## src/rtl/wb_pkg.sv

```systemverilog
// Shared types and constants for the register write-back queue.
package wb_pkg;

  localparam int WB_ADDR_W = 5;
  localparam int WB_DATA_W = 32;

  // Register $0 is hard-wired; writes to it are swallowed.
  localparam int ZERO_REG = 0;

  typedef struct packed {
    logic [WB_ADDR_W-1:0] addr;
    logic [WB_DATA_W-1:0] data;
  } wb_entry_t;

endpackage

```

## src/rtl/reg_writeback_queue_if.sv

```systemverilog
// Producer handshakes, register-file write port and ID-stage lookup port
// of the write-back queue.
interface reg_writeback_queue_if #(
  parameter int ADDR_W = wb_pkg::WB_ADDR_W,
  parameter int DATA_W = wb_pkg::WB_DATA_W
);

  logic              mem_valid_i;
  logic              mem_ready_o;
  logic [ADDR_W-1:0] mem_addr_i;
  logic [DATA_W-1:0] mem_data_i;

  logic              alu_valid_i;
  logic              alu_ready_o;
  logic [ADDR_W-1:0] alu_addr_i;
  logic [DATA_W-1:0] alu_data_i;

  logic              hold_i;

  logic              RegWrite_o;
  logic [ADDR_W-1:0] RDaddr_o;
  logic [DATA_W-1:0] RDdata_o;

  logic [ADDR_W-1:0] RSaddr_i;
  logic [ADDR_W-1:0] RTaddr_i;
  logic              RShit_o;
  logic              RThit_o;
  logic [DATA_W-1:0] RSdata_o;
  logic [DATA_W-1:0] RTdata_o;

  modport master (
    output mem_valid_i, mem_addr_i, mem_data_i,
    output alu_valid_i, alu_addr_i, alu_data_i,
    output hold_i, RSaddr_i, RTaddr_i,
    input  mem_ready_o, alu_ready_o,
    input  RegWrite_o, RDaddr_o, RDdata_o,
    input  RShit_o, RThit_o, RSdata_o, RTdata_o
  );

  modport slave (
    input  mem_valid_i, mem_addr_i, mem_data_i,
    input  alu_valid_i, alu_addr_i, alu_data_i,
    input  hold_i, RSaddr_i, RTaddr_i,
    output mem_ready_o, alu_ready_o,
    output RegWrite_o, RDaddr_o, RDdata_o,
    output RShit_o, RThit_o, RSdata_o, RTdata_o
  );

endinterface

```

## src/rtl/wb_fifo.sv

```systemverilog
// Synchronous DEPTH-entry FIFO. Entries are exposed oldest-first with a
// per-entry valid so the parent can search every pending write.
module wb_fifo
  import wb_pkg::*;
#(
  parameter int  DEPTH   = 4,
  parameter type entry_t = wb_entry_t
) (
  input  logic                       clk_i,
  input  logic                       rst_i,
  input  logic                       push_i,
  input  entry_t                     push_entry_i,
  input  logic                       pop_i,
  output entry_t                     head_o,
  output logic [$clog2(DEPTH+1)-1:0] count_o,
  output entry_t                     entries_o [DEPTH],
  output logic                       valid_o   [DEPTH]
);

  localparam int PTR_W = $clog2(DEPTH);
  localparam int CNT_W = $clog2(DEPTH+1);

  entry_t             mem_q [DEPTH];
  logic [PTR_W-1:0]   wr_ptr_q, wr_ptr_d;
  logic [PTR_W-1:0]   rd_ptr_q, rd_ptr_d;
  logic [CNT_W-1:0]   count_q, count_d;

  // Next pointer/count state; pointers wrap naturally at the power-of-two depth.
  always_comb begin
    wr_ptr_d = wr_ptr_q;
    rd_ptr_d = rd_ptr_q;
    count_d  = count_q;
    if (push_i) wr_ptr_d = wr_ptr_q + PTR_W'(1);
    if (pop_i)  rd_ptr_d = rd_ptr_q + PTR_W'(1);
    unique case ({push_i, pop_i})
      2'b10:   count_d = count_q + CNT_W'(1);
      2'b01:   count_d = count_q - CNT_W'(1);
      default: count_d = count_q;
    endcase
  end

  // Control state; storage is left alone on reset since count defines validity.
  always_ff @(posedge clk_i) begin
    if (rst_i) begin
      wr_ptr_q <= '0;
      rd_ptr_q <= '0;
      count_q  <= '0;
    end else begin
      wr_ptr_q <= wr_ptr_d;
      rd_ptr_q <= rd_ptr_d;
      count_q  <= count_d;
    end
  end

  // Entry storage write.
  always_ff @(posedge clk_i) begin
    if (push_i) mem_q[wr_ptr_q] <= push_entry_i;
  end

  // Age-ordered view of the storage: index 0 is the head.
  always_comb begin
    for (int k = 0; k < DEPTH; k++) begin
      entries_o[k] = mem_q[rd_ptr_q + PTR_W'(k)];
      valid_o[k]   = (CNT_W'(k) < count_q);
    end
  end

  assign head_o  = mem_q[rd_ptr_q];
  assign count_o = count_q;

endmodule

```

## src/rtl/reg_writeback_queue.sv

```systemverilog
// Register write-back queue: merges load-path and ALU-path writes in program
// order, drains one per cycle into the register file, and forwards the
// youngest pending value to ID-stage operand lookups.
module reg_writeback_queue
  import wb_pkg::*;
#(
  parameter int DEPTH  = 4,
  parameter int ADDR_W = WB_ADDR_W,
  parameter int DATA_W = WB_DATA_W
) (
  input  logic                  clk_i,
  input  logic                  rst_i,
  reg_writeback_queue_if.slave  bus
);

  localparam int CNT_W = $clog2(DEPTH+1);

  typedef struct packed {
    logic [ADDR_W-1:0] addr;
    logic [DATA_W-1:0] data;
  } entry_t;

  typedef struct packed {
    logic              hit;
    logic [DATA_W-1:0] data;
  } lookup_t;

  logic [CNT_W-1:0]  count;
  logic              pop, space;
  logic              mem_take, alu_take, push;
  entry_t            push_entry, head;
  entry_t            entries [DEPTH];
  logic              valids  [DEPTH];
  logic              regwrite_q;
  logic [ADDR_W-1:0] rdaddr_q;
  logic [DATA_W-1:0] rddata_q;
  lookup_t           rs_look, rt_look;

  // Youngest matching pending entry wins, then older ones, then the output stage.
  function automatic lookup_t find_pending(input logic [ADDR_W-1:0] a,
                                           input entry_t ents [DEPTH],
                                           input logic vld [DEPTH],
                                           input logic ow,
                                           input logic [ADDR_W-1:0] oa,
                                           input logic [DATA_W-1:0] od);
    lookup_t r;
    r.hit  = 1'b0;
    r.data = '0;
    if (a != ADDR_W'(ZERO_REG)) begin
      if (ow && oa == a) begin
        r.hit  = 1'b1;
        r.data = od;
      end
      for (int k = 0; k < DEPTH; k++) begin
        if (vld[k] && ents[k].addr == a) begin
          r.hit  = 1'b1;
          r.data = ents[k].data;
        end
      end
    end
    return r;
  endfunction

  assign pop   = !bus.hold_i && (count != '0);
  assign space = (count < CNT_W'(DEPTH)) || pop;

  // Ready stays high in reset so producers are not stalled; the transfer is dropped.
  assign bus.mem_ready_o = rst_i || space;
  assign bus.alu_ready_o = rst_i || (space && !bus.mem_valid_i);

  assign mem_take = bus.mem_valid_i && bus.mem_ready_o;
  assign alu_take = bus.alu_valid_i && bus.alu_ready_o && !bus.mem_valid_i;

  // Arbitration and $0 filtering: the load path is the older instruction.
  always_comb begin
    push_entry.addr = bus.alu_addr_i;
    push_entry.data = bus.alu_data_i;
    push            = 1'b0;
    if (mem_take) begin
      push_entry.addr = bus.mem_addr_i;
      push_entry.data = bus.mem_data_i;
      push            = (bus.mem_addr_i != ADDR_W'(ZERO_REG));
    end else if (alu_take) begin
      push            = (bus.alu_addr_i != ADDR_W'(ZERO_REG));
    end
    if (rst_i) push = 1'b0;
  end

  wb_fifo #(
    .DEPTH   (DEPTH),
    .entry_t (entry_t)
  ) u_fifo (
    .clk_i        (clk_i),
    .rst_i        (rst_i),
    .push_i       (push),
    .push_entry_i (push_entry),
    .pop_i        (pop),
    .head_o       (head),
    .count_o      (count),
    .entries_o    (entries),
    .valid_o      (valids)
  );

  // Register-file write port: one-cycle strobe per drained entry.
  always_ff @(posedge clk_i) begin
    if (rst_i) begin
      regwrite_q <= 1'b0;
      rdaddr_q   <= '0;
      rddata_q   <= '0;
    end else if (pop) begin
      regwrite_q <= 1'b1;
      rdaddr_q   <= head.addr;
      rddata_q   <= head.data;
    end else begin
      regwrite_q <= 1'b0;
    end
  end

  assign bus.RegWrite_o = regwrite_q;
  assign bus.RDaddr_o   = rdaddr_q;
  assign bus.RDdata_o   = rddata_q;

  // Operand forwarding lookups for the two read ports.
  always_comb begin
    rs_look = find_pending(bus.RSaddr_i, entries, valids, regwrite_q, rdaddr_q, rddata_q);
    rt_look = find_pending(bus.RTaddr_i, entries, valids, regwrite_q, rdaddr_q, rddata_q);
  end

  assign bus.RShit_o  = rs_look.hit;
  assign bus.RSdata_o = rs_look.data;
  assign bus.RThit_o  = rt_look.hit;
  assign bus.RTdata_o = rt_look.data;

endmodule

```

## src/flat_wrapper.sv

```systemverilog
// flat-port wrapper written by rule: the top's interface ports become plain ports
module reg_writeback_queue_flat import wb_pkg::*;
#(
  parameter int DEPTH  = 4,
  parameter int ADDR_W = WB_ADDR_W,
  parameter int DATA_W = WB_DATA_W
)
  (clk_i, rst_i, bus_mem_valid_i, bus_mem_addr_i, bus_mem_data_i, bus_alu_valid_i, bus_alu_addr_i, bus_alu_data_i, bus_hold_i, bus_RSaddr_i, bus_RTaddr_i, bus_mem_ready_o, bus_alu_ready_o, bus_RegWrite_o, bus_RDaddr_o, bus_RDdata_o, bus_RShit_o, bus_RThit_o, bus_RSdata_o, bus_RTdata_o);
  reg_writeback_queue_if #(.ADDR_W(ADDR_W), .DATA_W(DATA_W)) bus_i ();
  input  logic clk_i;
  input  logic rst_i;
  input wire logic [$bits(bus_i.mem_valid_i)-1:0] bus_mem_valid_i;
  input wire logic [$bits(bus_i.mem_addr_i)-1:0] bus_mem_addr_i;
  input wire logic [$bits(bus_i.mem_data_i)-1:0] bus_mem_data_i;
  input wire logic [$bits(bus_i.alu_valid_i)-1:0] bus_alu_valid_i;
  input wire logic [$bits(bus_i.alu_addr_i)-1:0] bus_alu_addr_i;
  input wire logic [$bits(bus_i.alu_data_i)-1:0] bus_alu_data_i;
  input wire logic [$bits(bus_i.hold_i)-1:0] bus_hold_i;
  input wire logic [$bits(bus_i.RSaddr_i)-1:0] bus_RSaddr_i;
  input wire logic [$bits(bus_i.RTaddr_i)-1:0] bus_RTaddr_i;
  output wire logic [$bits(bus_i.mem_ready_o)-1:0] bus_mem_ready_o;
  output wire logic [$bits(bus_i.alu_ready_o)-1:0] bus_alu_ready_o;
  output wire logic [$bits(bus_i.RegWrite_o)-1:0] bus_RegWrite_o;
  output wire logic [$bits(bus_i.RDaddr_o)-1:0] bus_RDaddr_o;
  output wire logic [$bits(bus_i.RDdata_o)-1:0] bus_RDdata_o;
  output wire logic [$bits(bus_i.RShit_o)-1:0] bus_RShit_o;
  output wire logic [$bits(bus_i.RThit_o)-1:0] bus_RThit_o;
  output wire logic [$bits(bus_i.RSdata_o)-1:0] bus_RSdata_o;
  output wire logic [$bits(bus_i.RTdata_o)-1:0] bus_RTdata_o;
  assign bus_i.mem_valid_i = bus_mem_valid_i;
  assign bus_i.mem_addr_i = bus_mem_addr_i;
  assign bus_i.mem_data_i = bus_mem_data_i;
  assign bus_i.alu_valid_i = bus_alu_valid_i;
  assign bus_i.alu_addr_i = bus_alu_addr_i;
  assign bus_i.alu_data_i = bus_alu_data_i;
  assign bus_i.hold_i = bus_hold_i;
  assign bus_i.RSaddr_i = bus_RSaddr_i;
  assign bus_i.RTaddr_i = bus_RTaddr_i;
  assign bus_mem_ready_o = bus_i.mem_ready_o;
  assign bus_alu_ready_o = bus_i.alu_ready_o;
  assign bus_RegWrite_o = bus_i.RegWrite_o;
  assign bus_RDaddr_o = bus_i.RDaddr_o;
  assign bus_RDdata_o = bus_i.RDdata_o;
  assign bus_RShit_o = bus_i.RShit_o;
  assign bus_RThit_o = bus_i.RThit_o;
  assign bus_RSdata_o = bus_i.RSdata_o;
  assign bus_RTdata_o = bus_i.RTdata_o;
  reg_writeback_queue #(.DEPTH(DEPTH), .ADDR_W(ADDR_W), .DATA_W(DATA_W)) u_core (.clk_i(clk_i), .rst_i(rst_i), .bus(bus_i));
endmodule
```

## config.mk

```make
export PLATFORM = sky130hd
export DESIGN_NAME = reg_writeback_queue_flat
export DESIGN_NICKNAME = d
export VERILOG_FILES = /design/src/rtl/wb_pkg.sv /design/src/rtl/reg_writeback_queue_if.sv /design/src/rtl/wb_fifo.sv /design/src/rtl/reg_writeback_queue.sv /design/src/flat_wrapper.sv
export SDC_FILE = /design/constraint.sdc
export NUM_CORES = 1
export LEC_CHECK = 0
export ABC_AREA = 1
export BUFFER_PORTS_ARGS = -buffer_cell sky130_fd_sc_hd__buf_2
export CORE_AREA = 5 5 190 192
export CTS_CLUSTER_DIAMETER = 40
export CTS_CLUSTER_SIZE = 28
export DETAILED_ROUTE_END_ITERATION = 10
export DIE_AREA = 0 0 195 197
export SLEW_MARGIN = 40
export SYNTH_ARGS = -nofsm -noshare
export SYNTH_HDL_FRONTEND = slang
export SYNTH_SLANG_ARGS = --single-unit
```

## constraint.sdc

```tcl
create_clock -name clk_i -period 3 [get_ports clk_i]
set_input_delay 0.15 -clock clk_i [delete_from_list [all_inputs] [get_ports clk_i]]
set_output_delay 0.15 -clock clk_i [all_outputs]
set_load 0.005 [all_outputs]
```

======== Yosys cells after proc, flatten, opt, wreduce, memory -nomap -nowiden ========
Memory sizes are Yosys's and may differ from the RTL's. A register that Yosys moved wholly into a read port is not among the register bits.
Cells that the tools add are included.
storage, ports and cells
  input bits .............................. 89
  memory bits (writable) .................. 148
  memories ................................ 1
  register bits ........................... 45
memories
  memory               words  width  read ports  clocked after Yosys merged registers in  write ports  line           text
  u_core.u_fifo.mem_q  4      37     4           1                                        1            wb_fifo.sv:23  entry_t mem_q [DEPTH];
operators by class
  $add $sub $neg .......................... 6
  $lt $le $gt $ge ......................... 5
  equality and inequality tests ........... 12
  muxes and demuxes ....................... 22
  reduce and logical (&&, ||, !) cells .... 26
operators with widths
  cell                 number
  $mux 33              12
  $eq 5x5->1           10
  $mux 37              1
  $reduce_bool 5->1    4
  $logic_and 1x1->1    15
  $lt 1x3->1 const A   2
  $lt 2x3->1 const A   2
  $mux 1               6
  $pmux 3 s2           1
  $add 2x1->2 const B  2
  $add 2x2->2 const B  2
  $mux 2               2
  $add 3x1->3 const B  1
  $logic_or 1x1->1     3
  $lt 3x3->1 const B   1
  $reduce_bool 3->1    1
  $sub 3x1->3 const B  1
  $eq 2x1->1 const B   1
  $eq 2x2->1 const B   1
  $logic_not 1->1      2
  $reduce_bool 2->1    1

======== Depth between registers and ports, before layout ========
Gate-level depths: netlist of run 1.
  depth in word-level cells ............... 12
  depth in mapped cells ................... 16
  gate-level depth less buffers ........... 13

======== By module ========
A second synthesis of run 1 with hierarchy kept.
second synthesis, totals
  cells, all modules ...................... 2259
  area total of the unflattened synthesis .. 15492.4 sq um
modules (own cells, without submodules)
  module               area an instance (sq um)  times used  cells each
  wb_fifo              8793.4                    1           1037
  reg_writeback_queue  6698.9                    1           1222

======== Worst setup path after synthesis of run 1 ========
Ideal clock, no wire load.
  path kind ............................... flip-flop to flip-flop
  start point ............................. register u_core.u_fifo.count_q[2] (netlist: u_core.u_fifo.count_o[2])
  end point ............................... memory u_core.u_fifo.mem_q[0][0] (netlist bit) (enable)
  path buffers ............................ 0
  stages on the path, launching flop included .. 6
  slack ................................... 0.240 ns
  required time ........................... 2.569 ns
  library setup time ...................... 0.431 ns
  period minus slack after synthesis ...... 2.760 ns
  data arrival time ....................... 2.329 ns
  cell sequence ........................... dfxtp_1 nand2_1 inv_1 nor3_1 nand2_1 nor2_1
between the ends
  longest elaborated chain between the ends .. 12
  elaborated cells on any way between the ends .. 15
  those cells by class .................... 1 x order compare; 5 x mux; 9 x reduce/logical
RTL lines
  item                                                line                       text
  start, declared                                     wb_fifo.sv:26              logic [CNT_W-1:0] count_q, count_d;
  start signal, assigned                              wb_fifo.sv:51              count_q <= count_d;
  branches (longest 2 deep; another with $lt 3x3->1)  n/a
  $logic_or 1x1->1 (*)                                reg_writeback_queue.sv:65  assign space = (count < CNT_W'(DEPTH)) || pop;
  $logic_and 1x1->1                                   reg_writeback_queue.sv:69  assign bus.alu_ready_o = rst_i || (space && !bus.mem_valid_i);
  $logic_or 1x1->1                                    reg_writeback_queue.sv:69
  $logic_and 1x1->1 (2 in series)                     reg_writeback_queue.sv:72  assign alu_take = bus.alu_valid_i && bus.alu_ready_o && !bus.mem_valid_i;
  $mux 1                                              reg_writeback_queue.sv:83  end else if (alu_take) begin
  $mux 1 (*)                                          reg_writeback_queue.sv:79  if (mem_take) begin
  $mux 1 (*)                                          reg_writeback_queue.sv:86  if (rst_i) push = 1'b0;
  $mux 1 (*)                                          wb_fifo.sv:57              if (push_i) mem_q[wr_ptr_q] <= push_entry_i;
  $mux 1 (not written as such) (*)                    wb_fifo.sv:57
  end, declared                                       wb_fifo.sv:23
Mark *: on every way between the ends.

======== Worst setup path in the final report of run 1 ========
  start point ............................. register u_core.u_fifo.rd_ptr_q[0]
  end point ............................... output port bus_RTdata_o[0]
between the ends
  longest elaborated chain between the ends .. 8
  elaborated cells on any way between the ends .. 14
  those cells by class .................... 3 x add/sub; 3 x eq/ne; 4 x mux; 3 x reduce/logical; 1 x memory
RTL lines
  item                    line                       text
  start, declared         wb_fifo.sv:25              logic [PTR_W-1:0] rd_ptr_q, rd_ptr_d;
  start signal, assigned  wb_fifo.sv:50              rd_ptr_q <= rd_ptr_d;
  $add 2x1->2             wb_fifo.sv:63              entries_o[k] = mem_q[rd_ptr_q + PTR_W'(k)];
  $mem_v2 4x37 (*)        n/a
  $eq 5x5->1              reg_writeback_queue.sv:55  if (vld[k] && ents[k].addr == a) begin
  $logic_and 1x1->1       reg_writeback_queue.sv:55
  $mux 33 (2 in series)   reg_writeback_queue.sv:55
  $mux 33 (*)             reg_writeback_queue.sv:55
  $mux 33 (*)             reg_writeback_queue.sv:49  if (a != ADDR_W'(ZERO_REG)) begin
  end, declared           flat_wrapper.sv:29         output wire logic [$bits(bus_i.RTdata_o)-1:0] bus_RTdata_o;
Mark *: on every way between the ends. The rest lies on a longest branch, timed or not.

==> results, run 1 <==
- The number of diodes is 0.
- The layout overhead on the synthesized area is 20.3%.
- For this design the top-level I/O count stands at 195.
- The number of hold violations in the final report is 0.
- For the worst setup path, the data arrival time is 2.83 ns.
- For the pin with the worst max-slew slack, the measured transition is 0.783 ns.
- The number of buffers created by CTS is 17.
- The via count of the first global-routing pass was 15200.
- For this run the aggregate overflow at the end of global routing stands at 0.
- In the final routed layout, each cell accounts on average for 22.1 µm.
- The most common cell after layout, fill and taps aside is nand2_1.
- The number of antenna violations at the first check in global routing was 0.
- The aggregate global-route resource usage is 0.300.
- In this run, synthesis produced a sequential element count of 195.
- The final-report setup violation count is 0.
- In the routed layout, each cell is associated on average with a via count of 5.88.
- For flop-to-flop paths, the worst setup slack is 0.86 ns.
- The count of pins over their slew limit came to 0.
- The fraction of final layout cells sized beyond drive strength 1 is 0.219.
- Summed over all cells, the static leakage comes to 8.07 nW.
- The category of the worst setup path launch point is a register.
- Of the total power, the share spent switching nets is 0.499.
- The depth of the worst register-to-register path is 9.
- In this run the tightest slew margin relative to its limit is 0.478.
- The share of synthesized cell area in full adder, half adder and majority cells is 0.00744.
- After detailed routing, the number of remaining DRC violations is 0.
- The relative contribution of sequential cells to total power is 0.262.
- In this run the cell area of the synthesized design comes to 15100 µm².
- The number of non-filler instances in the completed layout is 2848.
- For the final database, setup skew stands at 0.0128 ns.
- The worst-case IR drop observed on VDD is 0.529 mV.
- No sink is reached through more buffers than the 2 on the longest clock path.
- The internal portion of the total power is 7.05 mW.
- Static timing analysis puts the maximum clock frequency at 335 MHz.
- The final wirelength is 62.8 mm.
- Setup repair after global routing could not meet its margin everywhere.
- The number of iterations in the first detailed-routing pass is 6.
- In the layout the commonest cells are nand2_1, nor2_1, o21ai_0.
- Of the total power, the clock network draws 0.163.
- The complex-gate fraction of the synthesized area is 0.185.
- The floorplan step defined a die boundary enclosing 38400 µm².
- The portion of synthesized area spent on multiplexers is 0.0259.
- The net count after synthesis is 2314.
- From bottom edge to top edge, the die measures 197 µm.
- Clock tree synthesis found a total of 195 sinks.
- The total number of nets in the final design is 2478.
- The worst hold endpoint is u_core.u_fifo.mem_q[2][2].
- In this run the core area contains 68 standard-cell rows.
- Across the run, the number of max-cap violations was 0.
- The port buffer count is 194.
- The total power per unit cell area is 773 nW/µm².
- The count of antenna-violating nets left after detailed routing is 0.
- The placed cell count is 2778.
- Yosys printed 0 warnings.
- The highest fanout seen on the critical path is 17.
- The number of vias in the routed layout is 16700.
- The region available for standard cell placement spans 34200 µm².
- The initial utilization of the core area, before any placement, comes to 0.442.
- The combinational family with the most area after synthesis is simple AND/OR/NAND/NOR gates.
- The first global-routing pass estimated 89.5 mm of wire.
- Routability-driven placement finished with a final weighted congestion of 0.978.
- The simple-gate portion of the synthesized area is 0.332.
- The startpoint identified for the worst hold timing path is bus_mem_data_i[2].
- A synthesized cell averages 6.83 µm².
- The share of total power dissipated in combinational logic is 0.575.
- The final period demand of the worst path is 2.98 ns.
- The die boundary width is 195 µm.
- The critical path is of the register to output port type.
- Summed over all nets, the half-perimeter wirelength after detailed placement is 37.3 mm.
- The gate count after technology mapping is 2216.
- The reg-to-reg endpoint is u_core.u_fifo.count_o[2].
- The clock reaches the later pin of the worst-skew pair after 0.46 ns.
- For this design the total switching power over the nets is 7.01 mW.
- The worst register-to-register path begins at u_core.u_fifo.count_o[2].
- Dividing the final minimum period by the clock period gives 0.994.
- The number of distinct standard cells referenced by the synthesized netlist is 43.
- STA classifies the critical path endpoint as an output port.
- The maximum number of pins on one net before global-route repair is 128.
- The maximum level of the CTS H-tree is 4.
- The run finished with clean final reports.
- Data on the critical path is required at its endpoint by 2.85 ns.
- The share of the yosys chip area belonging to registers is 0.356.
- Once layout is complete, the utilization of the core stands at 0.532.
- Power comes to 14.1 mW.
- The tree is rooted in a clkbuf_16.
- Along the worst hold path, the cell count comes to 2.
- The starting DRC count in detailed routing is 1810.
- Of the total synthesized cell area, the portion taken by XOR and XNOR cells is 0.00174.
- The clock tree from TritonCTS is built.
- The clock input transition at the sequential cells of the worst setup and hold paths is 0.07 ns.
- The path class of the tightest hold or removal check is input port to register.
sequential cells by signal (all words and copies together), names as in the netlist, named ones only:
register,flops
u_core.u_fifo.count_o,3
u_core.u_fifo.wr_ptr_q,2
u_core.bus.RDdata_o,32
u_core.bus.RegWrite_o,1
u_core.u_fifo.mem_q,148
u_core.u_fifo.rd_ptr_q,2
u_core.bus.RDaddr_o,5
critical path, stage by stage (launching register included):
cell	delay, ns
dfxtp_4	0.46
inv_6	0.09
nand2_4	0.11
nand2_8	0.09
nand2_1	0.09
o21ai_2	0.08
or2_1	0.22
a21oi_2	0.19
nand2_2	0.12
nor2_8	0.19
buf_12	0.21
nor2_1	0.08
a21oi_2	0.26
buf_2	0.17
area by class of cell:
class                           instances  area, µm²
Fill cell                            3373      16000
Multi-Input combinational cell       1699       8760
Inverter                              165        637
Clock inverter                         10        110
Tap cell                              455        569
Sequential cell                       195       5400
Timing Repair Buffer                  302       2270
Clock buffer                           22        454
routing by layer:
metal,part of all wire,up-vias,track usage
met5,0,-,0
met4,0.034,0,0.116
met3,0.098,163,0.0526
met2,0.47,940,0.501
met1,0.40,7796,0.389
li1,-,7835,-
timing repair:
item                       CTS  global route
gates cloned                 1            13
setup endpoints to repair   65            65
setup buffers                1            22
hold endpoints to repair     1             0
pin swaps                    1            32
hold buffers                 1             0
gates resized for setup     22            93
through the flow:
stage / hold WS [ns] / area, µm² / setup WS [ns] / setup TNS [ns]
finish: 0.0358 / 18200 / 0.0191 / 0
CTS: 0.0202 / 17400 / 0.00351 / 0
detailed placement: 0.425 / 16700 / 0.189 / 0
global route: 0.0339 / 18200 / -0.0682 / -0.640
floorplan: 0.222 / 15100 / 0.240 / 0
global placement: 0.424 / 16700 / 0.177 / 0
kinds of logic after synthesis:
logic type / Yosys count
simple gates: 1169
compound gates: 483
buf+inv: 322
flops: 195
mux: 35
fa+ha+maj: 9
xor+xnor: 3
power by group through the flow:
stage	logic, mW	registers (mW)	clock network (mW)
after floorplan	4.81	3.55	0
after detailed placement	7.31	3.71	0
after global routing	8.71	3.72	2.43
after global placement	7.25	3.70	0
after CTS	7.40	3.67	2.32
final	8.08	3.69	2.29
cells in the mapped netlist:
cell type / instances / area share
nand2_4: 2 / 0.0015
nand2_1: 585 / 0.15
nor2_1: 303 / 0.075
nand2_2: 10 / 0.0041
or2_0: 1 / 0.00041
inv_1: 159 / 0.039
buf_6: 16 / 0.012
or2_2: 16 / 0.0066
mux2_2: 33 / 0.025
a31oi_1: 32 / 0.013
nor2_4: 4 / 0.0030
a22oi_1: 1 / 0.00050
o21ai_0: 206 / 0.068
o211ai_1: 31 / 0.015
o21a_1: 2 / 0.00099
a21oi_2: 33 / 0.019
and3_1: 1 / 0.00041
buf_2: 26 / 0.0086
nor3_1: 5 / 0.0017
inv_4: 1 / 0.00041
nand3_2: 14 / 0.0093
dfxtp_1: 47 / 0.062
inv_2: 5 / 0.0012
edfxtp_1: 148 / 0.29
clkbuf_1: 91 / 0.023
buf_4: 7 / 0.0035
buf_1: 17 / 0.0042
nand3_1: 141 / 0.047
nand4_1: 78 / 0.032
nand3b_1: 4 / 0.0020
nor3b_1: 1 / 0.00050
a21boi_1: 1 / 0.00050
xor2_1: 3 / 0.0017
o21ai_2: 1 / 0.00058
ha_1: 9 / 0.0074
o21ai_1: 13 / 0.0043
o22ai_1: 7 / 0.0029
nor2_2: 2 / 0.00083
mux2i_1: 2 / 0.0013
o221ai_1: 31 / 0.018
nor2_8: 2 / 0.0026
a21oi_1: 124 / 0.041
a221oi_1: 1 / 0.00058
worst max-delay path by stage:
| stage | startpoint | to | slack [ns] | cells after the start |
|---|---|---|---|---|
| after floorplan | u_core.u_fifo.count_o[2] | u_core.u_fifo.mem_q[0][0] | 0.24 | 5 |
| after global placement | register | bus_RSdata_o[14] | 0.18 | 14 |
| after detailed placement | register | bus_RSdata_o[14] | 0.19 | 14 |
| after CTS | register | bus_RTdata_o[31] | 0.004 | 16 |
| after global routing | u_core.u_fifo.rd_ptr_q[0] | bus_RSdata_o[13] | -0.07 | 15 |
| final | u_core.u_fifo.rd_ptr_q[0] | bus_RTdata_o[0] | 0.02 | 13 |
(Power assumes the default switching activity.)
==> run 2, diff against run 1 <==
--- a/config.mk
+++ b/config.mk
@@ -7,11 +7,12 @@
 export LEC_CHECK = 0
 export ABC_AREA = 1
 export BUFFER_PORTS_ARGS = -buffer_cell sky130_fd_sc_hd__buf_2
-export CORE_AREA = 5 5 190 192
+export CORE_AREA = 2 2 187 189
 export CTS_CLUSTER_DIAMETER = 40
 export CTS_CLUSTER_SIZE = 28
 export DETAILED_ROUTE_END_ITERATION = 10
-export DIE_AREA = 0 0 195 197
+export DIE_AREA = 0 0 189 191
+export SETUP_SLACK_MARGIN = 0.02
 export SLEW_MARGIN = 40
 export SYNTH_ARGS = -nofsm -noshare
 export SYNTH_HDL_FRONTEND = slang
==> constraint.sdc (replaced) <==
create_clock -name clk_i -period 3 [get_ports clk_i]
set_input_delay 0.15 -clock clk_i [delete_from_list [all_inputs] [get_ports clk_i]]
set_output_delay 0.15 -clock clk_i [all_outputs]
set_load 0.02 [all_outputs]
==> run 2 against run 1 <==
Against the previous run:
- the run now ends with setup timing left
- total power rose by 8.0%
- design area grew 4.1%
- core utilization increased by 2.3 points
- cell count up 0.21%
- via count grew 2.1%
- clock skew rose by 0.0070 ns
- die area shrank 6.0%
- critical path type unchanged
- largest cell class unchanged
- highest routed layer unchanged
==> results, run 2 (same netlist as run 1, synthesis figures left out) <==
- The data required time of the critical path is 2.85 ns.
- The top-level I/O count is 195.
- The worst setup path is of the register to output port kind.
- The setup slack after layout is -0.0581 ns.
- In this run the worst path has a maximum fanout of 32.
- The port buffer count is 194.
- The starting density of the core is 0.444.
- The final route contains 17100 vias.
- In the final routed layout, each cell accounts on average for 22.6 µm.
- The number of filler cells placed in the layout is 3259.
- The count of pins over their slew limit is 0.
- The endpoint arrival time on the critical path is 2.91 ns.
- The number of antenna violations at the first check in global routing was 0.
- The floorplan die height is 191 µm.
- TritonCTS built the clock tree.
- Setup repair after global routing could not meet its margin everywhere.
- The clock sink count is 195.
- Entering global routing, the biggest net connects 132 pins.
- The aggregate global-route resource usage is 0.335.
- Power spread over the standard cell area amounts to 801 nW/µm².
- After detailed routing, the number of vias per cell comes to 5.99.
- The die covers 36100 µm².
- More flip-flops sit in one register than any other, and that register is u_core.u_fifo.mem_q.
- The via count of the first global-routing pass is 15500.
- At the end of routability-driven placement, the weighted congestion stood at 0.969.
- Once layout is complete, the utilization of the core stands at 0.556.
- The number of buffers created by CTS is 17.
- The number of diodes is 0.
- The total number of nets in the final design is 2484.
- The maximum level of the CTS H-tree is 4.
- The die boundary width is 189 µm.
- Compared with the post-synthesis result, the final layout area differs by 25.3%.
- Across the routed clock network, the largest skew measured is 0.0197 ns.
- For this design the static power due to leakage is 8.28 nW.
- The most common cell after layout, fill and taps aside is nand2_1.
- After floorplanning, the core was sized to cover 34100 µm².
- The normalized max-slew margin is 0.542.
- Subtracting the final worst setup slack from the clock period gives 3.06 ns.
- The fraction of final layout cells sized beyond drive strength 1 is 0.244.
- Adding up every negative setup slack in the final design gives -0.151 ns.
- The path class of the tightest hold or removal check is input port to register.
- The run finished, with violations left.
- The number of hold violations in the final report was 0.
- The total DRC errors in the routed layout is 0.
- The half-perimeter wire length after placement is 37.8 mm.
- The area taken by flip-flops and latches is 5400 µm².
- The top cell types in the final layout, fill and taps aside, are nand2_1, nor2_1, o21ai_0.
- The clock input transition at the sequential cells of the worst setup and hold paths is 0.07 ns.
- The first global-routing pass estimated 91.7 mm of wire.
- The routed design has 64.4 mm of wire.
- The floorplan has 68 rows.
- The worst setup path is captured at an output port.
- The maximum buffer depth of the clock tree is 2.
- The worst-case IR drop observed on VDD is 0.564 mV.
- After global routing the overflow that remains totals 0.
- The later-pin clock latency in the skew report is 0.47 ns.
- The tree is rooted in a clkbuf_16.
- In the finished design, the share of the clock period the worst path needs comes to 1.02.
- The checks that failed: setup timing.
- For this run, the top clock speed supported by timing is 327 MHz.
- Before antenna repair, the detailed router went through 6 iterations.
- For flop-to-flop paths, the worst setup slack is 0.72 ns.
- The detail route stage leaves a number of antenna-violating nets equal to 0.
- The number of maximum-capacitance violations is 0.
- At the pin with the least slew margin, the transition time is 0.687 ns.
- The detailed router finished its first iteration with 2132 violations.
- The register with the most flip-flops in the layout has 148 of them.
- The worst setup path is launched from a register.
- The area taken by multi-input logic gates is 8990 µm².
- Setup violations remaining at the end of the flow were counted as 5.
## run 2: metal layers
layer  GRT usage  part of all wire
met5           0                 0
met4       0.154             0.038
met3      0.0488              0.10
met2       0.551              0.46
met1       0.435              0.40
## run 2: cell type report
cell class	instances	share of cell area
Clock inverter	12	0.00680
Tap cell	455	0.0300
Inverter	165	0.0343
Timing Repair Buffer	307	0.146
Clock buffer	20	0.0236
Multi-Input combinational cell	1700	0.474
Sequential cell	195	0.285
## run 2: stage by stage
stage	cells	hold slack [ns]	setup WS (ns)	total power, mW	instance area (µm²)
after floorplan	2216	0.222	0.240	8.82	15100
after global placement	2780	0.423	0.284	11.5	16800
after detailed placement	2780	0.421	0.273	11.5	16800
after CTS	2819	0.0193	0.00567	14.1	17600
after global routing	2854	0.0437	-0.121	16.0	19000
final	2854	0.0352	-0.0581	15.2	19000
## run 2: report_power, final
group          internal, mW  switching (mW)  leakage, nW
clock                  1.25            1.10        0.279
sequential             3.27           0.385         1.74
combinational          2.87            6.30         6.26
total                  7.40            7.79         8.28
## run 2: what timing repair did
action / CTS / global route
hold buffers: 1 / 0
buffers inserted: 4 / 17
endpoints found under the hold margin: 1 / 0
setup endpoints to repair: 65 / 65
resized for setup: 52 / 240
gates cloned: 2 / 18
pin swaps: 4 / 45
## run 2: final timing paths
| kind | startpoint | to | cells after the start |
|---|---|---|---|
| setup reg to reg | u_core.u_fifo.count_o[2] | u_core.u_fifo.mem_q[1][23] | 6 |
| hold reg to reg | u_core.u_fifo.wr_ptr_q[1] | u_core.u_fifo.wr_ptr_q[1] | 2 |
| setup / recovery | u_core.u_fifo.rd_ptr_q[0] | bus_RTdata_o[31] | 9 |
| hold / removal | bus_mem_data_i[8] | u_core.u_fifo.mem_q[0][8] | 2 |
## run 2: worst max-delay path: stages (launching register included)
cell	delay (ns)
dfxtp_4	0.41
buf_12	0.16
nand2_8	0.12
buf_4	0.51
o22ai_1	0.16
a221oi_1	0.58
nor2_1	0.12
nor2_1	0.14
a21oi_2	0.08
buf_4	0.16
